===== src/rtl/pkt_output_ctrl.sv =====
// Receive-side packet output controller.
// Checks head/body/tail framing of words arriving from the user module, copies good words
// into the downstream data FIFO and writes one status flag per packet into the valid FIFO.
// Truncated or malformed packets are closed with a forced tail and a 0 status flag.
module pkt_output_ctrl #(
    parameter int unsigned MAX_PKT_WORDS    = 95,
    parameter int unsigned DATA_HIGH_WATER  = 160,
    parameter int unsigned VALID_HIGH_WATER = 60
) (
    input  logic         clk,
    input  logic         reset,
    output logic         um2cdp_tx_enable,
    input  logic         um2cdp_data_valid,
    input  logic [138:0] um2cdp_data,
    output logic         pkt_output_ctrl_wrreq,
    output logic [138:0] pkt_output_ctrl_data,
    input  logic [7:0]   pkt_output_ctrl_usedw,
    output logic         pkt_output_ctrl_valid_wrreq,
    output logic         pkt_output_ctrl_valid,
    input  logic [5:0]   pkt_output_ctrl_valid_usedw,
    output logic [31:0]  pkt_good_cnt,
    output logic [31:0]  pkt_err_cnt
);

    localparam logic [2:0]  HdrHead = 3'b101;
    localparam logic [2:0]  HdrBody = 3'b100;
    localparam logic [2:0]  HdrTail = 3'b110;
    localparam int unsigned CntW    = $clog2(MAX_PKT_WORDS + 1);

    typedef enum logic [1:0] {StIdle, StRecv, StDrop} state_e;

    state_e          r_state;
    logic [CntW-1:0] r_cnt;
    logic            r_tx_en;
    logic            r_wrreq;
    logic [138:0]    r_data;
    logic            r_valid_wrreq;
    logic            r_valid;
    logic [31:0]     r_good_cnt;
    logic [31:0]     r_err_cnt;

    logic [2:0]      w_hdr;
    logic            w_fifo_room;
    logic            w_next_idle;

    assign w_hdr       = um2cdp_data[138:136];
    assign w_fifo_room = (pkt_output_ctrl_usedw < 8'(DATA_HIGH_WATER)) &&
                         (pkt_output_ctrl_valid_usedw < 6'(VALID_HIGH_WATER));

    // Predict whether the FSM will sit in IDLE after this edge; tx_enable follows it.
    always_comb begin
        w_next_idle = 1'b0;
        unique case (r_state)
            StIdle:  w_next_idle = !(um2cdp_data_valid && (w_hdr == HdrHead));
            StRecv:  w_next_idle = um2cdp_data_valid && (w_hdr == HdrTail);
            StDrop:  w_next_idle = um2cdp_data_valid && (w_hdr == HdrTail);
            default: w_next_idle = 1'b1;
        endcase
    end

    // Framing FSM with registered FIFO writes, status flags and counters.
    always_ff @(posedge clk) begin
        if (!reset) begin
            r_state       <= StIdle;
            r_cnt         <= '0;
            r_tx_en       <= 1'b0;
            r_wrreq       <= 1'b0;
            r_data        <= '0;
            r_valid_wrreq <= 1'b0;
            r_valid       <= 1'b0;
            r_good_cnt    <= '0;
            r_err_cnt     <= '0;
        end else begin
            r_wrreq       <= 1'b0;
            r_valid_wrreq <= 1'b0;
            r_valid       <= 1'b0;
            r_tx_en       <= w_next_idle && w_fifo_room;
            case (r_state)
                StIdle: begin
                    if (um2cdp_data_valid) begin
                        if (w_hdr == HdrHead) begin
                            r_wrreq <= 1'b1;
                            r_data  <= um2cdp_data;
                            r_cnt   <= CntW'(1);
                            r_state <= StRecv;
                        end else begin
                            r_err_cnt <= r_err_cnt + 32'd1;
                        end
                    end
                end
                StRecv: begin
                    if (um2cdp_data_valid) begin
                        r_wrreq <= 1'b1;
                        r_data  <= um2cdp_data;
                        if (w_hdr == HdrTail) begin
                            r_valid_wrreq <= 1'b1;
                            r_valid       <= 1'b1;
                            r_good_cnt    <= r_good_cnt + 32'd1;
                            r_cnt         <= '0;
                            r_state       <= StIdle;
                        end else if ((w_hdr == HdrBody) &&
                                     (r_cnt < CntW'(MAX_PKT_WORDS - 1))) begin
                            r_cnt <= r_cnt + CntW'(1);
                        end else begin
                            // Close the packet in the FIFO so downstream always sees a tail.
                            r_data        <= {HdrTail, um2cdp_data[135:0]};
                            r_valid_wrreq <= 1'b1;
                            r_valid       <= 1'b0;
                            r_err_cnt     <= r_err_cnt + 32'd1;
                            r_cnt         <= '0;
                            r_state       <= StDrop;
                        end
                    end
                end
                StDrop: begin
                    if (um2cdp_data_valid && (w_hdr == HdrTail)) begin
                        r_state <= StIdle;
                    end
                end
                default: r_state <= StIdle;
            endcase
        end
    end

    assign um2cdp_tx_enable            = r_tx_en;
    assign pkt_output_ctrl_wrreq       = r_wrreq;
    assign pkt_output_ctrl_data        = r_data;
    assign pkt_output_ctrl_valid_wrreq = r_valid_wrreq;
    assign pkt_output_ctrl_valid       = r_valid;
    assign pkt_good_cnt                = r_good_cnt;
    assign pkt_err_cnt                 = r_err_cnt;

endmodule


===== config.mk =====
export PLATFORM = sky130hd
export DESIGN_NAME = pkt_output_ctrl
export DESIGN_NICKNAME = d
export VERILOG_FILES = /design/src/rtl/pkt_output_ctrl.sv
export SDC_FILE = /design/constraint.sdc
export NUM_CORES = 1
export LEC_CHECK = 0
export CORE_MARGIN = 2
export CORE_UTILIZATION = 29
export CTS_CLUSTER_DIAMETER = 60
export DETAILED_ROUTE_END_ITERATION = 10
export SLEW_MARGIN = 20
export SYNTH_ARGS = -nofsm -noshare
export SYNTH_HDL_FRONTEND = slang
export SYNTH_SLANG_ARGS = --single-unit

===== constraint.sdc =====
create_clock -name clk -period 3.25 [get_ports clk]
set_clock_uncertainty 0.15 [all_clocks]
set_input_delay 0.4875 -clock clk [delete_from_list [all_inputs] [get_ports clk]]
set_output_delay 0.4875 -clock clk [all_outputs]
set_load 0.1 [all_outputs]

==> results by stage <==
Min path:
- The worst hold-check path type is reg -> reg.

Synth:
- In the synthesized netlist, the cells that appear most often are sky130_fd_sc_hd__nand2_1 (307), sky130_fd_sc_hd__dfxtp_1 (216), sky130_fd_sc_hd__a21oi_1 (170).
- After synthesis, the cell types taking the most area are sky130_fd_sc_hd__dfxtp_1 (51%), sky130_fd_sc_hd__nand2_1 (14%), sky130_fd_sc_hd__a21oi_1 (10%).
- Counting flops with an async set or reset pin after synthesis yields a share of 0.
- The average cell area after synthesis is 8.112 um2.
- The primary flip-flop cell chosen by synthesis mapping is sky130_fd_sc_hd__dfxtp_1.
- The number of synthesis warnings is 0.
- The number of flip-flops and latches in the synthesized netlist is 216.
- The mapped netlist covers 8477 um2.
- The most common cell in the synthesized netlist is sky130_fd_sc_hd__nand2_1.
- The count of flip-flops with a built-in enable after synthesis is 0.
- Of all cell types, the one taking the most synthesized area is sky130_fd_sc_hd__dfxtp_1.
- The post-synthesis cell count is 1045.
- The proportion of netlist area held by the largest area contributor is 0.5101.
- The sequential element share of the synthesized area is 0.5101.
- The number of unique standard cell types used by synthesis is 51.
- The net count after synthesis is 1208.

Power:
- The total power per unit cell area is 552.3 nW/um2.
- IR analysis of the VDD net gives a maximum drop of 0.3443 mV.
- The leakage component of the power is 4.919 nW.

Global route:
- The wire length of the first global-routing pass is 41720 um.
- In the global route stage, met2 resource usage came out at 0.2777.
- The initial antenna violation count is 2.
- The global routing stage identified its most utilized layer as met2.
- The global-route congestion overflow total is 0.
- For met3 alone, demand over resource in global routing was 0.04308.
- For this run, global-route usage on met1 was measured as 0.2136.
- The via count of the first global-routing pass was 7689.
- For this run, the total global-route usage over all layers was measured as 0.1658.
- Entering global routing, the biggest net connects 69 pins.

Layout:
- The final instance count without filler cells is 1790.
- The share of final-layout standard cells stronger than drive strength 1 is 0.2014.
- The signed area change from the synthesized netlist to the final layout is 52.56%.
- In the final design database the tool counted 1550 nets.
- The fill cell total of the finished layout is 2873.

Drt:
- The post-detailed-route wirelength per cell is 15.07 um.
- Summing over every cut layer, the via total after detailed routing is 8306.
- The first TritonRoute pass finished after 4 iterations.
- For this run, design rule violations remaining after detail routing come to 0.
- The detailed-route wire length is 26980 um.
- The detail route stage leaves a number of antenna-violating nets equal to 0.
- The vias per cell is 4.640.
- In this run, the number of DRC markers left after iteration 0 of detailed routing was 439.

CTS:
- The total CTS buffers is 29.
- The clock latency on the worst-skew pair is 540 ps.
- The cts-stage hold buffer count is 0.
- The tree built by TritonCTS fans out to 216 sinks.
- CTS built an H-tree with a depth of 1.
- Post-CTS repair changed the size of 0 cells.
- TritonCTS built the clock tree.
- Once the clock tree was built, the setup fixing pass inserted 0 buffers.
- Counting along the longest clock path gives a buffer depth of 3.
- Clock-pin slew was measured on the worst setup and hold paths at 60 ps.
- The CTS root buffer is sky130_fd_sc_hd__clkbuf_16.

Floorplanning:
- In this run the core area contains 62 standard-cell rows.
- The core region area is 28780 um2.
- The I/O pin count is 363.
- Measured along the y axis, the die boundary spans 175.0 um.
- The die covers 30610 um2.
- The effective utilization at floorplan is 0.2945.
- The floorplan step set the die width to 175.0 um.

STA:
- The accumulated negative setup slack is 0 ps.
- The post-route clock period utilization is 0.8583.
- The relative max-transition margin is 0.6200.
- The smallest hold slack is 303.2 ps.
- The routed design could run at a clock period as short as 2789 ps.
- The smallest setup slack after layout is 460.6 ps.
- The final max-slew violation count is 0.
- The final hold violation count was 0.
- The worst-margin pin slew is 570.0 ps.
- For this run, the top clock speed supported by timing is 358.5 MHz.
- The count of final setup violators is 0.
- Setup repair after global routing left no endpoint under its margin.

Setup path:
- STA puts the critical path data arrival time at 3090 ps.
- The critical path launch point type is a flop.
- For the worst setup path, the data required time is 3550 ps.
- The classification of the worst setup path is reg -> reg.
- The highest net fanout along the worst path is 11.
- STA classifies the critical path endpoint as a flop.

Job:
- The number of violations of the max-capacitance limit is 0.

Place:
- OpenSTA, run right after detailed placement, puts the worst setup slack at 229.2 ps.
- Once placement completed, the tool counted placed cells totaling 1740.
- Detailed placement ended at an HPWL of 19100 um.
- The count of buffers added on input and output ports is 355.
- The routability-driven placement congestion ratio is 0.7683.

Outcome:
- The flow ran to the end, and the final reports show no timing, DRC or antenna violations.
## registers in the layout (all words and copies together) (netlist names), 2 cells and up
signal	flops
pkt_output_ctrl_data	139
pkt_err_cnt	32
pkt_good_cnt	32
r_cnt	7
r_state	2
## power breakdown
| group | total (mW) | internal, mW | switching [mW] |
|---|---|---|---|
| logic | 1.32 | 0.386 | 0.937 |
| registers | 2.79 | 2.74 | 0.0535 |
| clock network | 3.03 | 1.83 | 1.20 |
## cell usage in the layout, fill, tap and decap left out, drive strengths merged, types with 6 or more instances in the layout
master,Yosys,routed
a21oi,170,170
xor2,16,16
nand4,19,19
o21ai,27,27
o31ai,8,8
nand3,21,21
or4,9,9
buf,11,231
or3,19,19
nor2,47,47
clkbuf,57,39
and4,8,8
inv,12,16
ha,7,7
nand2,307,307
nor4,6,6
clkdlybuf4s50,0,148
a2111oi,6,6
dfxtp,216,216
xnor2,19,19
and3,7,7
nor3,8,8
## metal layers
metal  up-vias  share of wire
li1       4231              -
met3        40          0.066
met1      3818           0.43
met5         -        0.00044
met4         2          0.020
met2       215           0.48
## kinds of logic (layout without fill, tap and decap cells)
logic type                 Yosys count  count (layout)  share of synthesized area
other                                0               1                          0
adders and majority gates            7               7                    0.01033
AOI/OAI and AO/OA                  230             230                     0.1492
muxes                                5               5                   0.005904
and+or+nand+nor                    471             471                     0.2489
DFF                                216             216                     0.5101
buffers and inverters               81             441                    0.03941
xor gates and xnor gates            35              35                    0.03616
## metrics by stage
stage | util | area (um2) | power, mW
2_1_floorplan | - | 8477 | 3.724
3_3_place_gp | 0.4174 | 12010 | 4.168
3_5_place_dp | 0.4174 | 12010 | 4.176
4_1_cts | 0.4493 | 12930 | 7.253
5_1_grt | 0.4493 | 12930 | 7.434
6_report | 0.4494 | 12930 | 7.143
## worst max-delay path, cell delays in order (launching register included)
cell                       delay, ps
sky130_fd_sc_hd__dfxtp_1         390
sky130_fd_sc_hd__inv_1            90
sky130_fd_sc_hd__ha_1            310
sky130_fd_sc_hd__and4b_1         330
sky130_fd_sc_hd__a311oi_2        420
sky130_fd_sc_hd__o211ai_1        160
sky130_fd_sc_hd__buf_4           200
sky130_fd_sc_hd__or4_1           500
sky130_fd_sc_hd__a21oi_1         160
## path summary, 6_finish.rpt
path	start	to	slack, ps	depth (start not counted)
hold reg to reg	pkt_output_ctrl_data[104]$_SDFFE_PN0P_	pkt_output_ctrl_data[104]$_SDFFE_PN0P_	300	2
setup reg to reg	r_state[0]$_SDFFE_PN0P_	pkt_err_cnt[30]$_SDFFE_PN0P_	460	8
hold / removal	pkt_output_ctrl_data[104]$_SDFFE_PN0P_	pkt_output_ctrl_data[104]$_SDFFE_PN0P_	300	2
setup / recovery	r_state[0]$_SDFFE_PN0P_	pkt_err_cnt[30]$_SDFFE_PN0P_	460	8
## cell type report
| type | count | area [um2] | area share |
|---|---|---|---|
| clock inverters | 10 | 105.1 | 0.008127 |
| repair buffers | 379 | 3316 | 0.2564 |
| inverters | 13 | 53.80 | 0.004160 |
| diodes | 1 | 2.502 | 0.0001935 |
| well taps | 384 | 480.5 | 0.03715 |
| multi-input cells | 748 | 3837 | 0.2967 |
| flip-flops and latches | 216 | 4324 | 0.3344 |
| clock buffers | 39 | 813.3 | 0.06289 |
No activity file was read; power rests on OpenSTA's default activity.
